### src/rtl/vt_rng_pkg.sv
// Shared types and constants for the V-trapezoid RNG sequencer/arbiter.
// The seed guards replace an all-zero seed, which would lock up the LFSR.
package vt_rng_pkg;

    typedef enum logic [1:0] {
        IDLE = 2'd0,
        SEED = 2'd1,
        FILL = 2'd2,
        RUN  = 2'd3
    } state_t;

    localparam logic [23:0] SEED_DEFAULT  = 24'h000001;
    localparam logic [15:0] SEED2_DEFAULT = 16'h0001;
    localparam int          RNG_PIPE_LAT  = 4;

    function automatic logic [23:0] guard_seed(input logic [23:0] s);
        return (s == 24'h000000) ? SEED_DEFAULT : s;
    endfunction

    function automatic logic [15:0] guard_seed2(input logic [15:0] s);
        return (s == 16'h0000) ? SEED2_DEFAULT : s;
    endfunction

endpackage

### src/rtl/rr_pick.sv
// Combinational round-robin selector: first set req bit at or after ptr,
// searching cyclically; reports the one-hot pick, its index and whether any bit was set.
module rr_pick #(
    parameter int NREQ = 4,
    parameter int PW   = 2
) (
    input  logic [NREQ-1:0] i_req,
    input  logic [PW-1:0]   i_ptr,
    output logic [NREQ-1:0] o_onehot,
    output logic [PW-1:0]   o_idx,
    output logic            o_any
);

    logic [PW-1:0] w_j;

    // cyclic scan from the pointer; the first hit wins
    always_comb begin
        o_onehot = '0;
        o_idx    = '0;
        o_any    = 1'b0;
        w_j      = '0;
        for (int k = 0; k < NREQ; k++) begin
            w_j = PW'((int'(i_ptr) + k) % NREQ);
            if (!o_any && i_req[w_j]) begin
                o_any         = 1'b1;
                o_onehot[w_j] = 1'b1;
                o_idx         = w_j;
            end else begin
                o_any = o_any;
            end
        end
    end

endmodule

### src/rtl/vt_rng_sched.sv
// Sequencer and round-robin arbiter for one V-trapezoid RNG: seeds and resets the
// RNG, masks its pipeline during warm-up, then hands each sample to one requester.
module vt_rng_sched
    import vt_rng_pkg::*;
#(
    parameter int NREQ          = 4,
    parameter int XW            = 12,
    parameter int WARMUP        = 8,
    parameter int SEED_CYC      = 2,
    parameter int RESEED_PERIOD = 0
) (
    input  logic            clk,
    input  logic            reset,
    input  logic            enable,
    input  logic [23:0]     seed_in,
    input  logic [15:0]     seed2_in,
    input  logic            seed_load,
    output logic            rng_reset_n,
    output logic [23:0]     rng_data,
    output logic [15:0]     rng_data2,
    input  logic [XW-1:0]   rng_x,
    input  logic [NREQ-1:0] req,
    output logic [NREQ-1:0] gnt,
    output logic [XW-1:0]   out_data,
    output logic            out_valid,
    output logic            rng_ready,
    output logic [31:0]     sample_cnt
);

    localparam int PW = (NREQ > 1) ? $clog2(NREQ) : 1;

    state_t          r_state;
    logic [31:0]     r_cnt;
    logic [31:0]     r_since_seed;
    logic [31:0]     r_sample_cnt;
    logic [PW-1:0]   r_rr_ptr;
    logic [NREQ-1:0] r_gnt;
    logic [XW-1:0]   r_out_data;
    logic            r_out_valid;
    logic            r_rng_ready;
    logic            r_rng_reset_n;
    logic [23:0]     r_rng_data;
    logic [15:0]     r_rng_data2;

    logic [NREQ-1:0] w_onehot;
    logic [PW-1:0]   w_idx;
    logic            w_any;
    logic            w_grant;
    logic            w_reseed_hit;
    logic            w_enter_seed;
    logic [PW-1:0]   w_ptr_next;

    rr_pick #(.NREQ(NREQ), .PW(PW)) u_pick (
        .i_req    (req),
        .i_ptr    (r_rr_ptr),
        .o_onehot (w_onehot),
        .o_idx    (w_idx),
        .o_any    (w_any)
    );

    // grant / reseed decisions; seed_load suppresses the grant for its own cycle
    always_comb begin
        w_grant      = (r_state == RUN) && !seed_load && w_any;
        w_reseed_hit = (RESEED_PERIOD != 0) && ((r_since_seed + 32'd1) == 32'(RESEED_PERIOD));
        w_enter_seed = (r_state == IDLE) || seed_load || (w_grant && w_reseed_hit);
        if (w_idx == PW'(NREQ - 1)) begin
            w_ptr_next = '0;
        end else begin
            w_ptr_next = w_idx + PW'(1);
        end
    end

    // sequencer FSM with registered outputs
    always_ff @(posedge clk) begin
        if (reset) begin
            r_state       <= SEED;
            r_cnt         <= 32'd0;
            r_since_seed  <= 32'd0;
            r_rng_reset_n <= 1'b0;
            r_rng_data    <= SEED_DEFAULT;
            r_rng_data2   <= SEED2_DEFAULT;
            r_gnt         <= '0;
            r_out_data    <= '0;
            r_out_valid   <= 1'b0;
            r_rng_ready   <= 1'b0;
            r_sample_cnt  <= 32'd0;
            r_rr_ptr      <= '0;
        end else if (!enable) begin
            r_state       <= IDLE;
            r_cnt         <= 32'd0;
            r_rng_reset_n <= 1'b0;
            r_gnt         <= '0;
            r_out_valid   <= 1'b0;
            r_rng_ready   <= 1'b0;
        end else begin
            r_gnt       <= '0;
            r_out_valid <= 1'b0;
            if (w_grant) begin
                r_gnt        <= w_onehot;
                r_out_valid  <= 1'b1;
                r_out_data   <= rng_x;
                r_sample_cnt <= r_sample_cnt + 32'd1;
                r_rr_ptr     <= w_ptr_next;
                r_since_seed <= r_since_seed + 32'd1;
            end
            // a reseed still delivers the grant above, then restarts seeding
            if (w_enter_seed) begin
                r_state       <= SEED;
                r_cnt         <= 32'd0;
                r_since_seed  <= 32'd0;
                r_rng_reset_n <= 1'b0;
                r_rng_ready   <= 1'b0;
                r_rng_data    <= guard_seed(seed_in);
                r_rng_data2   <= guard_seed2(seed2_in);
            end else begin
                case (r_state)
                    SEED: begin
                        if (r_cnt == 32'(SEED_CYC - 1)) begin
                            r_state       <= FILL;
                            r_cnt         <= 32'd0;
                            r_rng_reset_n <= 1'b1;
                        end else begin
                            r_cnt <= r_cnt + 32'd1;
                        end
                    end
                    FILL: begin
                        if (r_cnt == 32'(WARMUP - 1)) begin
                            r_state     <= RUN;
                            r_cnt       <= 32'd0;
                            r_rng_ready <= 1'b1;
                        end else begin
                            r_cnt <= r_cnt + 32'd1;
                        end
                    end
                    RUN: begin
                        r_rng_ready <= 1'b1;
                    end
                    default: begin
                        r_state       <= IDLE;
                        r_rng_reset_n <= 1'b0;
                        r_rng_ready   <= 1'b0;
                    end
                endcase
            end
        end
    end

    assign rng_reset_n = r_rng_reset_n;
    assign rng_data    = r_rng_data;
    assign rng_data2   = r_rng_data2;
    assign gnt         = r_gnt;
    assign out_data    = r_out_data;
    assign out_valid   = r_out_valid;
    assign rng_ready   = r_rng_ready;
    assign sample_cnt  = r_sample_cnt;

endmodule

### config.mk
export PLATFORM = sky130hd
export DESIGN_NAME = vt_rng_sched
export DESIGN_NICKNAME = d
export VERILOG_FILES = /design/src/rtl/vt_rng_pkg.sv /design/src/rtl/rr_pick.sv /design/src/rtl/vt_rng_sched.sv
export SDC_FILE = /design/constraint.sdc
export NUM_CORES = 1
export LEC_CHECK = 0
export CAP_MARGIN = 30
export CELL_PAD_IN_SITES_DETAIL_PLACEMENT = 0
export CELL_PAD_IN_SITES_GLOBAL_PLACEMENT = 2
export CORE_MARGIN = 5
export CORE_UTILIZATION = 31
export DETAILED_ROUTE_END_ITERATION = 8
export GPL_TIMING_DRIVEN = 0
export PLACE_DENSITY = 0.87
export SLEW_MARGIN = 20
export SYNTH_ARGS = -nofsm -noshare
export SYNTH_HDL_FRONTEND = slang
export SYNTH_SLANG_ARGS = --single-unit
### constraint.sdc
create_clock -name clk -period 8 [get_ports clk]
set_input_delay 1.6 -clock clk [delete_from_list [all_inputs] [get_ports clk]]
set_output_delay 1.6 -clock clk [all_outputs]
set_load 0.02 [all_outputs]
Word level (Yosys, flattened, before mapping)
Index checks and enable logic that the tools add are counted.
{ "word_totals": {"inputBits": 60, "output_inout_bits": 91, "register_bits": 127, "elab_cells": 117} }
{ "op_classes": {"addsub": 6, "n_eq_ne": 11, "reduce_logical": 28, "n_mux": 44, "bitwise": 8, "order_cmp": 8} }
{ "op_table": {"columns": ["operator", "n"], "rows": [
  ["$add 32x1->32 const B", 2],
  ["$mux 32", 2],
  ["$pmux 32 s2", 1],
  ["$eq 32x1->1 const B", 1],
  ["$eq 32x3->1 const B", 1],
  ["$logic_not 24->1", 1],
  ["$mux 24", 1],
  ["$mux 1", 17],
  ["$logic_not 16->1", 1],
  ["$mux 16", 1],
  ["$mux 4", 4],
  ["$mux 2", 7],
  ["$lt 2x3->1 const B", 4],
  ["$or 4x4->4", 3],
  ["$logic_and 1x1->1", 9],
  ["$bmux 1 s2", 4],
  ["$demux 1 s2", 4],
  ["$ge 2x1->1 const B", 4],
  ["$ne 4x4->1 const B", 2],
  ["$reduce_and 2->1", 4],
  ["$eq 2x2->1 const B", 3],
  ["$pmux 2 s3", 1],
  ["$reduce_and 3->1", 2],
  ["$reduce_or 3->1", 2],
  ["other kinds (13)", 24]
]} }

Logic depth before layout (Yosys ltp)
{ "depth": {"word_depth": 15, "ltp_mapped": 10, "ltp_nobuf": 8} }

Modules after synthesis
Synthesis repeated with hierarchy kept, for this count alone.
{ "hier_totals": {"cells_unflattened": 614, "area_unflattened_um2": 5585.4} }
{ "by_module_without_submodules": {"columns": ["mod", "area_per_inst_um2", "cells_each", "n_inst", "seq_area_each_um2"], "rows": [
  ["vt_rng_sched", 5163.7, 569, 1, 2542.4],
  ["rr_pick", 421.7, 45, 1, 0.0]
]} }

Worst setup path before layout
OpenSTA, ideal clock, no wires.
{ "synth_path": {"kind": "input port to flip-flop", "from": "in req[0]", "to": "reg r_rr_ptr[1]", "required_ps": 7871, "path_stages": 7, "setup_time_ps": 129, "path_slack_ps": 4676, "path_buffers": 1, "t_arrival_ps": 3195, "cell_sequence": "buf_6 > or3b_1 > a211o_1 > o211ai_2 > and3b_1 > a2111oi_4 > a211oi_2"} }
{ "synth_via": {"elab_chain_len": 14, "word_cells_on_any_way": 27, "classes_between": "add/sub (1); eq/ne (1); mux (17); reduce/logical (8)"} }
{ "synth_rtl": {"columns": ["item", "line_no", "text"], "rows": [
  ["from (decl)", "vt_rng_sched.sv:22", "input logic [NREQ-1:0] req,"],
  ["$bmux 1 s2", "rr_pick.sv:24", "if (!o_any && i_req[w_j]) begin"],
  ["$mux 1 (implied by the code)", "rr_pick.sv:24", null],
  ["$mux 1", "rr_pick.sv:24", null],
  ["$logic_not 1->1", "rr_pick.sv:24", null],
  ["$logic_and 1x1->1", "rr_pick.sv:24", null],
  ["$mux 1", "rr_pick.sv:24", null],
  ["$logic_not 1->1", "rr_pick.sv:24", null],
  ["$logic_and 1x1->1", "rr_pick.sv:24", null],
  ["$mux 1", "rr_pick.sv:24", null],
  ["$logic_not 1->1", "rr_pick.sv:24", null],
  ["$logic_and 1x1->1", "rr_pick.sv:24", null],
  ["$mux 2 / $mux 1 (equally long branches)", "rr_pick.sv:24", null],
  ["$add 2x1->2, or another cell as far along", "vt_rng_sched.sv:69", "w_ptr_next = w_idx + PW'(1);"],
  ["$mux 2 / $reduce_and 2->1 (equally long branches)", null, null],
  ["to (signal assigned)", "vt_rng_sched.sv:103", "r_rr_ptr <= w_ptr_next;"],
  ["to (decl)", "vt_rng_sched.sv:36", "logic [PW-1:0] r_rr_ptr;"]
]} }
Parallel ways exist; a longest one is shown, timed or not. The select of a mux whose other input is x is not followed.
A chain may end at the register's enable or synchronous reset.

Final worst setup path
{ "layout_path": {"from": "in enable", "to": "reg r_sample_cnt[15] (netlist: sample_cnt[15])"} }
{ "layout_via": {"elab_chain_len": 1} }
{ "layout_rtl": {"columns": ["item", "line_no", "text"], "rows": [
  ["from (decl)", "vt_rng_sched.sv:14", "input logic enable,"],
  ["$reduce_and 2->1 (no source line)", null, null],
  ["to (signal assigned)", "vt_rng_sched.sv:102", "r_sample_cnt <= r_sample_cnt + 32'd1;"],
  ["to (decl)", "vt_rng_sched.sv:35", "logic [31:0] r_sample_cnt;"]
]} }
Every way passes these cells.

==> impl_metrics.py <==
metrics = {
    "placed_design": {
        "placed_area_um2": 7290,
        "hpwl_mm": 11.5,
        "io_buffers": 146,
        "dp_worst_setup_slack_ns": 4.06,
        "routabilityCongestion": 0.805,
    },
    "synth": {
        "synth_compound_area_frac": 0.125,
        "synth_cells": 605,
        "synthAdderAreaFrac": 0.0294,
        "synthTopCellsByArea": "dfxtp_1, xor2_1, nor2_1, a22o_1, nand2_1",
        "synth.avg_cell_area_um2": 9.15,
        "synth_top_family_by_area": "simple AND/OR/NAND/NOR gates",
        "synth_top_area_share": 0.459,
        "synth_nets": 678,
        "yosysWarnings": 0,
        "synthSimpleGateAreaFrac": 0.240,
        "synthArstFlopShare": 0,
        "ys_seq_area_frac": 0.459,
        "muxShareOfSynthArea": 0.0199,
        "yosysTopAreaCell": "dfxtp_1",
        "synth_cell_types": 56,
        "synth_xor_area_frac": 0.0901,
        "ys_ff_latch": 127,
        "synthFlopType": "dfxtp_1",
        "netlist_area_um2": 5540,
        "synth-edff-count": 0,
    },
    "pwr": {
        "power.density_nw_per_um2": 199,
        "vdd_ir_drop_max_v": 0.000174,
        "p_leak_nw": 2.82,
        "power_mw": 1.57,
    },
    "timing": {
        "fmax_mhz": 285,
        "worst_slew_pin_slew_ns": 0.781,
        "finalCritPeriodShare": 0.439,
        "fin_tns_setup_ns": 0,
        "layout_setup_ws_ns": 4.49,
        "hold_viol": 0,
        "slew_headroom": 0.475,
        "slew_violations": 0,
        "rsz0062_at_grt": "false",
        "setup_violations": 0,
        "fin_skew_ns": 0.00854,
        "layout_min_cycle_time_ns": 3.51,
    },
    "critical_path": {
        "start_kind": "input port",
        "rr_worst_depth": 10,
        "cp-end-kind": "register",
        "cpMaxStageDelayCell": "clkdlybuf4s50_1",
        "startpoint": "enable",
        "worstPathCellList": "clkdlybuf4s50_1 -> nand2_1 -> or3_1 -> clkbuf_1 -> nor3_1 -> nand3_1 -> xor2_1 -> nor2_1",
        "crit_cells": 8,
        "cp_top_family": "simple AND/OR/NAND/NOR gates",
        "worstPathRequired_ns": 8.29,
        "worstReg2RegEnd": "r_rr_ptr[1]$_SDFFE_PP0P_",
        "rr_startpoint": "r_rr_ptr[0]$_SDFFE_PP0P_",
        "crit_end": "sample_cnt[15]$_SDFFE_PP0P_",
        "cp.buffers_inverters": 2,
        "critPathArrivalTime_ns": 3.80,
        "worstPathMaxFanout": 5,
        "crit_type": "input port to register",
        "max_stage_delay_ns": 0.57,
        "rrSetupSlack_ns": 5.06,
    },
    "routing": {
        "route.vias.total": 4996,
        "drc_errors": 0,
        "wl_mm": 15.2,
        "drt-initial-drc-count": 261,
        "viasPerCell": 4.95,
        "postRouteAntennaNets": 0,
        "firstDrtPassIters": 5,
        "wl_per_cell_um": 15.1,
    },
    "clock_tree": {
        "h-tree-depth": 4,
        "clk_latency_ns": 0.42,
        "clock-sinks": 127,
        "cts_hold_buf": 0,
        "cts_tree": "done",
        "cts_buffers": 17,
        "post-cts-setup-buffer-count": 0,
        "clk_path_buf_depth": 2,
        "clk_pin_slew_ns": 0.06,
        "cts_root_buf": "clkbuf_16",
        "cts_resized": 0,
    },
    "hold_path": {
        "hold_path_startpoint": "rng_data[0]$_SDFFE_PP1P_",
        "min_path_type": "register to register",
    },
    "global_route": {
        "grt_pass1_wl_mm": 24.4,
        "antenna_found_initial": 0,
        "grt_usage": 0.147,
        "overflow": 0,
        "grt_start_max_net_pins": 17,
        "grt_pass1_vias": 4868,
    },
    "floorplan": {
        "design.core.area_um2": 17400,
        "die_x_um": 144,
        "dieArea_um2": 20600,
        "initial_core_util": 0.318,
        "pin_count": 151,
        "chipHeight_um": 144,
        "rows": 48,
    },
    "final_layout": {
        "drive_above_1_share": 0.0740,
        "areaGrowthSynthToFinish_pct": 42.5,
        "finalInstanceArea_um2": 7890,
        "diodes": 0,
        "layout.nets": 844,
    },
    "outcome": {
        "status": "finished clean",
    },
    "job": {
        "cap_violations": 0,
    },
}
[area by class of cell]
cell class | count | area, um^2
clock inverters | 12 | 163
clock buffers | 20 | 437
well taps | 225 | 282
flip-flops and latches | 127 | 2540
repair buffers | 147 | 1470
plain buffers | 30 | 143
multi-input cells | 432 | 2800
fillers | 1716 | 9520
inverters | 16 | 60.1
[per-layer routing]
metal / share of wire / up-vias / GRT usage
met3: 0.049 / 21 / 0.0456
li1: - / 2462 / -
met2: 0.48 / 104 / 0.242
met1: 0.45 / 2409 / 0.183
met5: 0 / - / 0
met4: 0.017 / 0 / 0.0496
[power by group]
part           switching (mW)  internal, mW  total [mW]
registers             0.00800         0.646       0.654
logic                  0.0626        0.0672       0.130
clock network           0.295         0.492       0.787
total                   0.366          1.21        1.57
[cell usage after synthesis (all sizes together), types with 10 or more instances]
cell type,number
xor2,40
nor3,11
nand2,55
a22o,38
clkbuf,18
buf,12
nor2,89
ha,13
a21oi,22
xnor2,17
nand4,19
nand3,27
and3,10
dfxtp,127
nor4,20
inv,16
[worst reg2reg max path, delay by kind of cell (launching register included)]
family / cells / cell delay (ns)
adders and majority gates: 1 / 0.29
buffers and inverters: 3 / 0.60
and+or+nand+nor: 2 / 0.62
AOI/OAI and AO/OA: 4 / 0.98
DFF: 1 / 0.33
[how the worst min path moves through the flow]
stage,to,slack [ns],cells after the start
6_report,rng_data[0]$_SDFFE_PP1P_,0.46,2
3_5_place_dp,rng_data[0]$_SDFFE_PP1P_,0.45,2
3_3_place_gp,rng_data[0]$_SDFFE_PP1P_,0.44,2
4_1_cts,out_data[1]$_SDFFE_PP0P_,0.46,2
2_1_floorplan,r_cnt[3]$_SDFFE_PP0P_,0.47,2
5_1_grt,out_data[8]$_SDFFE_PP0P_,0.47,2
[logic make-up (layout without fill, tap and decap cells)]
kind of cell / after synthesis / in the layout
compound gates: 89 / 89
xor+xnor: 57 / 57
fa+ha+maj: 13 / 13
buf+inv: 46 / 225
flops: 127 / 127
mux: 7 / 7
simple gates: 266 / 266
[per-stage QoR]
stage               cells  hold slack, ns   util
CTS                  1009           0.458  0.453
detailed placement    977           0.448  0.419
global route         1009           0.475  0.453
floorplan             605           0.470      -
finish               1009           0.457  0.453
global placement      976           0.438  0.418
[sequential cells by signal, indices dropped and copies added, names as in the netlist]
| name | cells |
|---|---|
| out_data | 12 |
| r_rr_ptr | 2 |
| r_state | 2 |
| r_cnt | 32 |
| rng_data2 | 16 |
| sample_cnt | 32 |
| rng_reset_n | 1 |
| gnt | 4 |
| rng_data | 24 |
| rng_ready | 1 |
| out_valid | 1 |
[cells in the final DEF, fill, tap and decap left out, types with 4 or more instances in the layout]
master	instances
clkinv_4	5
nand4_1	19
nor2_1	89
clkbuf_16	17
nand2_1	55
nor2b_1	5
xnor2_1	17
a221oi_1	4
clkbuf_1	21
buf_2	9
nand3_1	26
xor2_1	40
nor4_1	18
a21oi_1	22
a22o_1	38
ha_1	13
nand2b_1	4
dfxtp_1	127
inv_1	16
and3_1	10
a22oi_1	4
clkdlybuf4s50_1	146
and4_1	9
nor3_1	8
No activity file was read; power rests on OpenSTA's default activity.
